--- src/rtl/reg_list_seq_pkg.sv ---
// Shared types and constants for the block-transfer sequencer.
// State encodings, word stride and the PC register index.
package reg_list_seq_pkg;

  typedef enum logic [2:0] {
    S_IDLE  = 3'd0,
    S_SETUP = 3'd1,
    S_XFER  = 3'd2,
    S_WB    = 3'd3,
    S_FIN   = 3'd4
  } state_e;

  localparam logic [31:0] WORD_BYTES = 32'd4;
  localparam logic [3:0]  PC_IDX     = 4'd15;

  typedef struct packed {
    logic [3:0]  rf_r_addr;
    logic        write_reg;
    logic [3:0]  w_addr;
    logic [31:0] w_data;
    logic        write_pc;
    logic [31:0] pc_data;
    logic        mem_req;
    logic        mem_we;
    logic [31:0] mem_addr;
    logic [31:0] mem_wdata;
    logic        busy;
    logic        done;
  } out_t;

endpackage

--- src/rtl/reg_list_seq_prio_enc16.sv ---
// Lowest-set-bit priority encoder over a 16-bit register mask.
// idx is 0 when the mask is empty; vld flags a non-empty mask.
module prio_enc16 (
  input  logic [15:0] mask,
  output logic [3:0]  idx,
  output logic        vld
);

  // scan from the top so the lowest set bit wins
  always_comb begin
    idx = 4'd0;
    for (int i = 15; i >= 0; i--) begin
      if (mask[i]) idx = 4'(i);
    end
  end

  assign vld = |mask;

endmodule

--- src/rtl/reg_list_seq.sv ---
// Load/store-multiple sequencer: walks a register mask in ascending
// order, one memory beat per register, with optional base writeback.
module reg_list_seq
  import reg_list_seq_pkg::*;
(
  input  logic        clk,
  input  logic        rst,
  input  logic        start,
  input  logic        is_load,
  input  logic [15:0] reglist,
  input  logic [31:0] base_addr,
  input  logic        wb_en,
  input  logic [3:0]  rn,
  output logic [3:0]  rf_r_addr,
  input  logic [31:0] rf_rdata,
  output logic        write_reg,
  output logic [3:0]  w_addr,
  output logic [31:0] w_data,
  output logic        write_pc,
  output logic [31:0] pc_data,
  output logic        mem_req,
  output logic        mem_we,
  output logic [31:0] mem_addr,
  output logic [31:0] mem_wdata,
  input  logic        mem_ack,
  input  logic [31:0] mem_rdata,
  output logic        busy,
  output logic        done
);

  state_e      state, nxt;
  logic        ld, wb;
  logic [3:0]  rn_q, idx;
  logic [15:0] list, orig;
  logic [31:0] base, addr;
  logic [4:0]  count;
  logic [15:0] enc_in;
  logic [3:0]  enc_idx;
  logic        enc_vld;
  logic        ack, fin_wb;
  out_t        o_d, o_q;

  // in IDLE look at the incoming mask, afterwards at what remains
  assign enc_in = (state == S_IDLE) ? reglist : list;

  prio_enc16 u_enc (
    .mask (enc_in),
    .idx  (enc_idx),
    .vld  (enc_vld)
  );

  assign ack = (state == S_XFER) && mem_ack;

  // base is not written back if a load just overwrote it
  assign fin_wb = wb && (rn_q != PC_IDX) && !(ld && orig[rn_q]);

  // state, latched transfer context and registered outputs
  always_ff @(posedge clk) begin
    if (rst) begin
      state <= S_IDLE;
      ld    <= 1'b0;
      wb    <= 1'b0;
      rn_q  <= 4'd0;
      idx   <= 4'd0;
      list  <= 16'd0;
      orig  <= 16'd0;
      base  <= 32'd0;
      addr  <= 32'd0;
      count <= 5'd0;
      o_q   <= '0;
    end else begin
      state <= nxt;
      o_q   <= o_d;
      if (state == S_IDLE && start) begin
        ld    <= is_load;
        list  <= reglist;
        orig  <= reglist;
        wb    <= wb_en;
        rn_q  <= rn;
        base  <= base_addr;
        addr  <= base_addr;
        count <= 5'd0;
      end
      if (nxt == S_SETUP) idx <= enc_idx;
      if (ack) begin
        list  <= list & ~(16'h1 << idx);
        addr  <= addr + WORD_BYTES;
        count <= count + 5'd1;
      end
    end
  end

  // next-state decode
  always_comb begin
    nxt = state;
    unique case (state)
      S_IDLE:  if (start) nxt = enc_vld ? S_SETUP : S_FIN;
      S_SETUP: nxt = S_XFER;
      S_XFER:  if (mem_ack) nxt = S_WB;
      S_WB:    nxt = enc_vld ? S_SETUP : S_FIN;
      S_FIN:   nxt = S_IDLE;
      default: nxt = S_IDLE;
    endcase
  end

  // next output values, registered alongside the state
  always_comb begin
    o_d           = o_q;
    o_d.write_reg = 1'b0;
    o_d.write_pc  = 1'b0;
    o_d.mem_req   = 1'b0;
    o_d.mem_we    = 1'b0;
    o_d.busy      = (nxt != S_IDLE);
    o_d.done      = (nxt == S_FIN);
    if (nxt == S_SETUP) o_d.rf_r_addr = enc_idx;
    if (state == S_SETUP) o_d.mem_wdata = rf_rdata;
    if (nxt == S_XFER) begin
      o_d.mem_req  = 1'b1;
      o_d.mem_we   = ~ld;
      o_d.mem_addr = addr;
    end
    if (ack && ld) begin
      if (idx == PC_IDX) begin
        o_d.write_pc = 1'b1;
        o_d.pc_data  = mem_rdata;
      end else begin
        o_d.write_reg = 1'b1;
        o_d.w_addr    = idx;
        o_d.w_data    = mem_rdata;
      end
    end
    if (state == S_WB && nxt == S_FIN && fin_wb) begin
      o_d.write_reg = 1'b1;
      o_d.w_addr    = rn_q;
      o_d.w_data    = base + 32'(count) * WORD_BYTES;
    end
  end

  assign rf_r_addr = o_q.rf_r_addr;
  assign write_reg = o_q.write_reg;
  assign w_addr    = o_q.w_addr;
  assign w_data    = o_q.w_data;
  assign write_pc  = o_q.write_pc;
  assign pc_data   = o_q.pc_data;
  assign mem_req   = o_q.mem_req;
  assign mem_we    = o_q.mem_we;
  assign mem_addr  = o_q.mem_addr;
  assign mem_wdata = o_q.mem_wdata;
  assign busy      = o_q.busy;
  assign done      = o_q.done;

endmodule

--- config.mk ---
export PLATFORM = sky130hd
export DESIGN_NAME = reg_list_seq
export DESIGN_NICKNAME = d
export VERILOG_FILES = /design/src/rtl/reg_list_seq_pkg.sv /design/src/rtl/reg_list_seq_prio_enc16.sv /design/src/rtl/reg_list_seq.sv
export SDC_FILE = /design/constraint.sdc
export NUM_CORES = 1
export LEC_CHECK = 0
export ABC_CLOCK_PERIOD_IN_PS = 2260
export CORE_UTILIZATION = 45
export CTS_BUF_LIST = sky130_fd_sc_hd__clkbuf_16
export DETAILED_ROUTE_END_ITERATION = 8
export PLACE_DENSITY = 0.85
export SYNTH_ARGS = -nofsm -noshare
export SYNTH_HDL_FRONTEND = slang
export SYNTH_SLANG_ARGS = --single-unit
--- constraint.sdc ---
create_clock -name clk -period 2.26 [get_ports clk]
set_input_delay 0.452 -clock clk [delete_from_list [all_inputs] [get_ports clk]]
set_output_delay 0.452 -clock clk [all_outputs]
set_load 0.1 [all_outputs]
==> flow_summary.json <==
{
  "status": "complete, no violations",
  "finalCritPeriodShare": 0.978,
  "dp_hpwl_um": 25100,
  "critPathCaptureType": "flip-flop",
  "cp_common_cell": "a211oi_2",
  "syn_nets": 1484,
  "syn2layout_area_growth_pct": 36.5,
  "ys_seq_area_frac": 0.456,
  "cts.htree.levels": 1,
  "powerDensity_mw_per_mm2": 772,
  "cp-start-kind": "primary input",
  "antenna_found_initial": 1,
  "grt_overflow": 0,
  "critPathLaunch": "reglist[4]",
  "cts_tree": "built",
  "synth_top_area_frac": 0.456,
  "routedWlPerCell_um": 17.4,
  "cts_setup_buffers": 0,
  "mostFrequentLayoutCell": "nand2_1",
  "core_mm2": 0.0242,
  "fmax_mhz": 453,
  "synth.avg_cell_area_um2": 8.17,
  "hp-start": "base[1]",
  "ir_worst_vdd_mv": 0.479,
  "cts_made_buffers": 27,
  "antenna_cells": 0,
  "hold_buffers": 0,
  "final_cell_mix": "nand2_1 (362), dfxtp_1 (248), buf_4 (225), a21oi_1 (212), clkdlybuf4s50_1 (120)",
  "yosysTopAreaCell": "dfxtp_1",
  "antenna_left": 0,
  "via_per_inst": 5.52,
  "r2r-start": "base[2]",
  "clock_skew_ns": 0.00903,
  "drv_cap": 0,
  "synth_enable_flop_cells": 0,
  "final_core_util": 0.625,
  "syn_inst": 1354,
  "row_count": 57,
  "cts_sinks": 252,
  "slew_headroom": 0.584,
  "synth_area_mm2": 0.0111,
  "layout_min_cycle_time_ns": 2.21,
  "die_w_um": 159,
  "gp_congestion": 0.939,
  "synth_cell_types": 65,
  "clkTransAtPathRegs_ns": 0.06,
  "grt_first_pass_wirelength_um": 54900,
  "maxSlewViolCount": 0,
  "fin_nets": 1777,
  "dieArea_mm2": 0.0252,
  "vias": 11000,
  "dr.first_iter.drc_count": 913,
  "criticalPathCategory": "primary input to flip-flop",
  "post-layout-total-power_uw": 11700,
  "fillCellCount": 2052,
  "worst-path-max-fanout": 15,
  "synth_area_leaders": "dfxtp_1 (46%), nand2_1 (12%), a21oi_1 (9.6%)",
  "io-pin-count": 264,
  "grt_max_degree": 78,
  "power_leakage_uw": 0.00562,
  "ys_warn_count": 0,
  "ys_ff_latch": 252,
  "clk_latency_ns": 0.53,
  "slowest_stage": "clkdlybuf4s50_1",
  "critical_path.top_delay_family": "simple AND/OR/NAND/NOR gates",
  "fp.dieH_um": 159,
  "drc": 0,
  "max_stage_delay_ns": 0.45,
  "synth_ff_type": "dfxtp_1",
  "portBuffers": 263,
  "finalHoldViolCount": 0,
  "start_util": 0.457,
  "crit_required_ns": 2.70,
  "path_cells": "clkdlybuf4s50_1 > nor4_2 > nand3_1 > o22a_2 > and4b_2 > buf_12 > buf_4 > a211oi_2 > a211oi_2",
  "dr.pass1.iters": 7,
  "drive_gt1_frac": 0.214,
  "arrival_ns": 2.65,
  "setup_violations": 0,
  "finalWirelength_um": 34600,
  "grt_pass1_vias": 10700,
  "hold_class": "flip-flop to flip-flop",
  "cp_num_buf_inv": 3,
  "cts_buffer_depth": 3,
  "worst_pin_slew_ns": 0.623,
  "track_usage": 0.266,
  "root_buffer": "clkbuf_16",
  "synthArstFlopShare": 0
}
layout make-up:
cell class                      instances  area (um^2)  area share
Multi-Input combinational cell        993         5620       0.372
Sequential cell                       252         5050       0.334
Timing Repair Buffer                  358         3140       0.208
Clock buffer                           27          676      0.0447
Tap cell                              324          405      0.0268
Clock inverter                         20          146     0.00969
Inverter                               15         56.3     0.00373
worst paths after layout:
check	end	slack, ns	cells after the start
max	w_data[25]	0.05	9
min reg2reg	base[1]	0.45	2
min	base[1]	0.45	2
max reg2reg	w_data[20]	0.09	10
per-stage QoR:
stage               setup WS [ns]  hold slack [ns]  instance area, um^2  setup TNS (ns)  std cells
finish                     0.0504            0.452                15100               0       1989
detailed placement         -0.485            0.447                14200          -18.10       1942
CTS                      -0.00624            0.450                15000        -0.00624       1989
global route              -0.0220            0.465                15100         -0.0457       1989
global placement           -0.331            0.439                14200          -12.15       1942
floorplan                  0.0108            0.431                11100               0       1354
synth_stat cells (17+ instances only):
| master | count |
|---|---|
| nand2_1 | 363 |
| dfxtp_1 | 252 |
| a21oi_1 | 212 |
| clkbuf_1 | 66 |
| nor2_1 | 43 |
| a211oi_2 | 42 |
| nand3_1 | 35 |
| o21ai_0 | 29 |
| and2_1 | 26 |
| buf_2 | 21 |
| nand4_1 | 21 |
| a31oi_1 | 17 |
| o211ai_1 | 17 |
worst register-to-register path: cells and delay by family (launching register included):
family | cells | cell delay, ns
xor gates and xnor gates | 1 | 0.17
AOI/OAI and AO/OA | 3 | 0.59
buffers and inverters | 2 | 0.22
adders and majority gates | 2 | 0.53
DFF | 1 | 0.34
and+or+nand+nor | 2 | 0.24
metal layers:
metal,up-vias,wire [um],global-route usage
met5,-,13,0
li1,5300,-,-
met1,5167,14500,0.329
met3,77,2650,0.0559
met4,2,1100,0.100
met2,442,16300,0.451
power by group:
part	switching [uW]	leakage (uW)	total, uW	internal, uW
combinational	1670	0.00316	2480	815
clock	1800	0.000406	4190	2390
sequential	272	0.00205	4990	4720
logic make-up (layout without fill, tap and decap cells):
group / after synthesis / count (layout) / share of synthesized area
XOR/XNOR: 32 / 32 / 0.0253
AO/OA/AOI/OAI: 372 / 372 / 0.218
adder cells (fa/ha/maj): 8 / 8 / 0.00973
buffers and inverters: 109 / 420 / 0.0434
AND/OR/NAND/NOR: 569 / 569 / 0.233
flip-flops: 252 / 252 / 0.456
multiplexers: 12 / 12 / 0.0140
what timing repair did:
item | CTS | global route
pin swaps | 1 | 1
setup endpoints to repair | 2 | 35
cloned | 0 | 0
gates resized for setup | 2 | 13
Power figures use the tool's default switching activity.
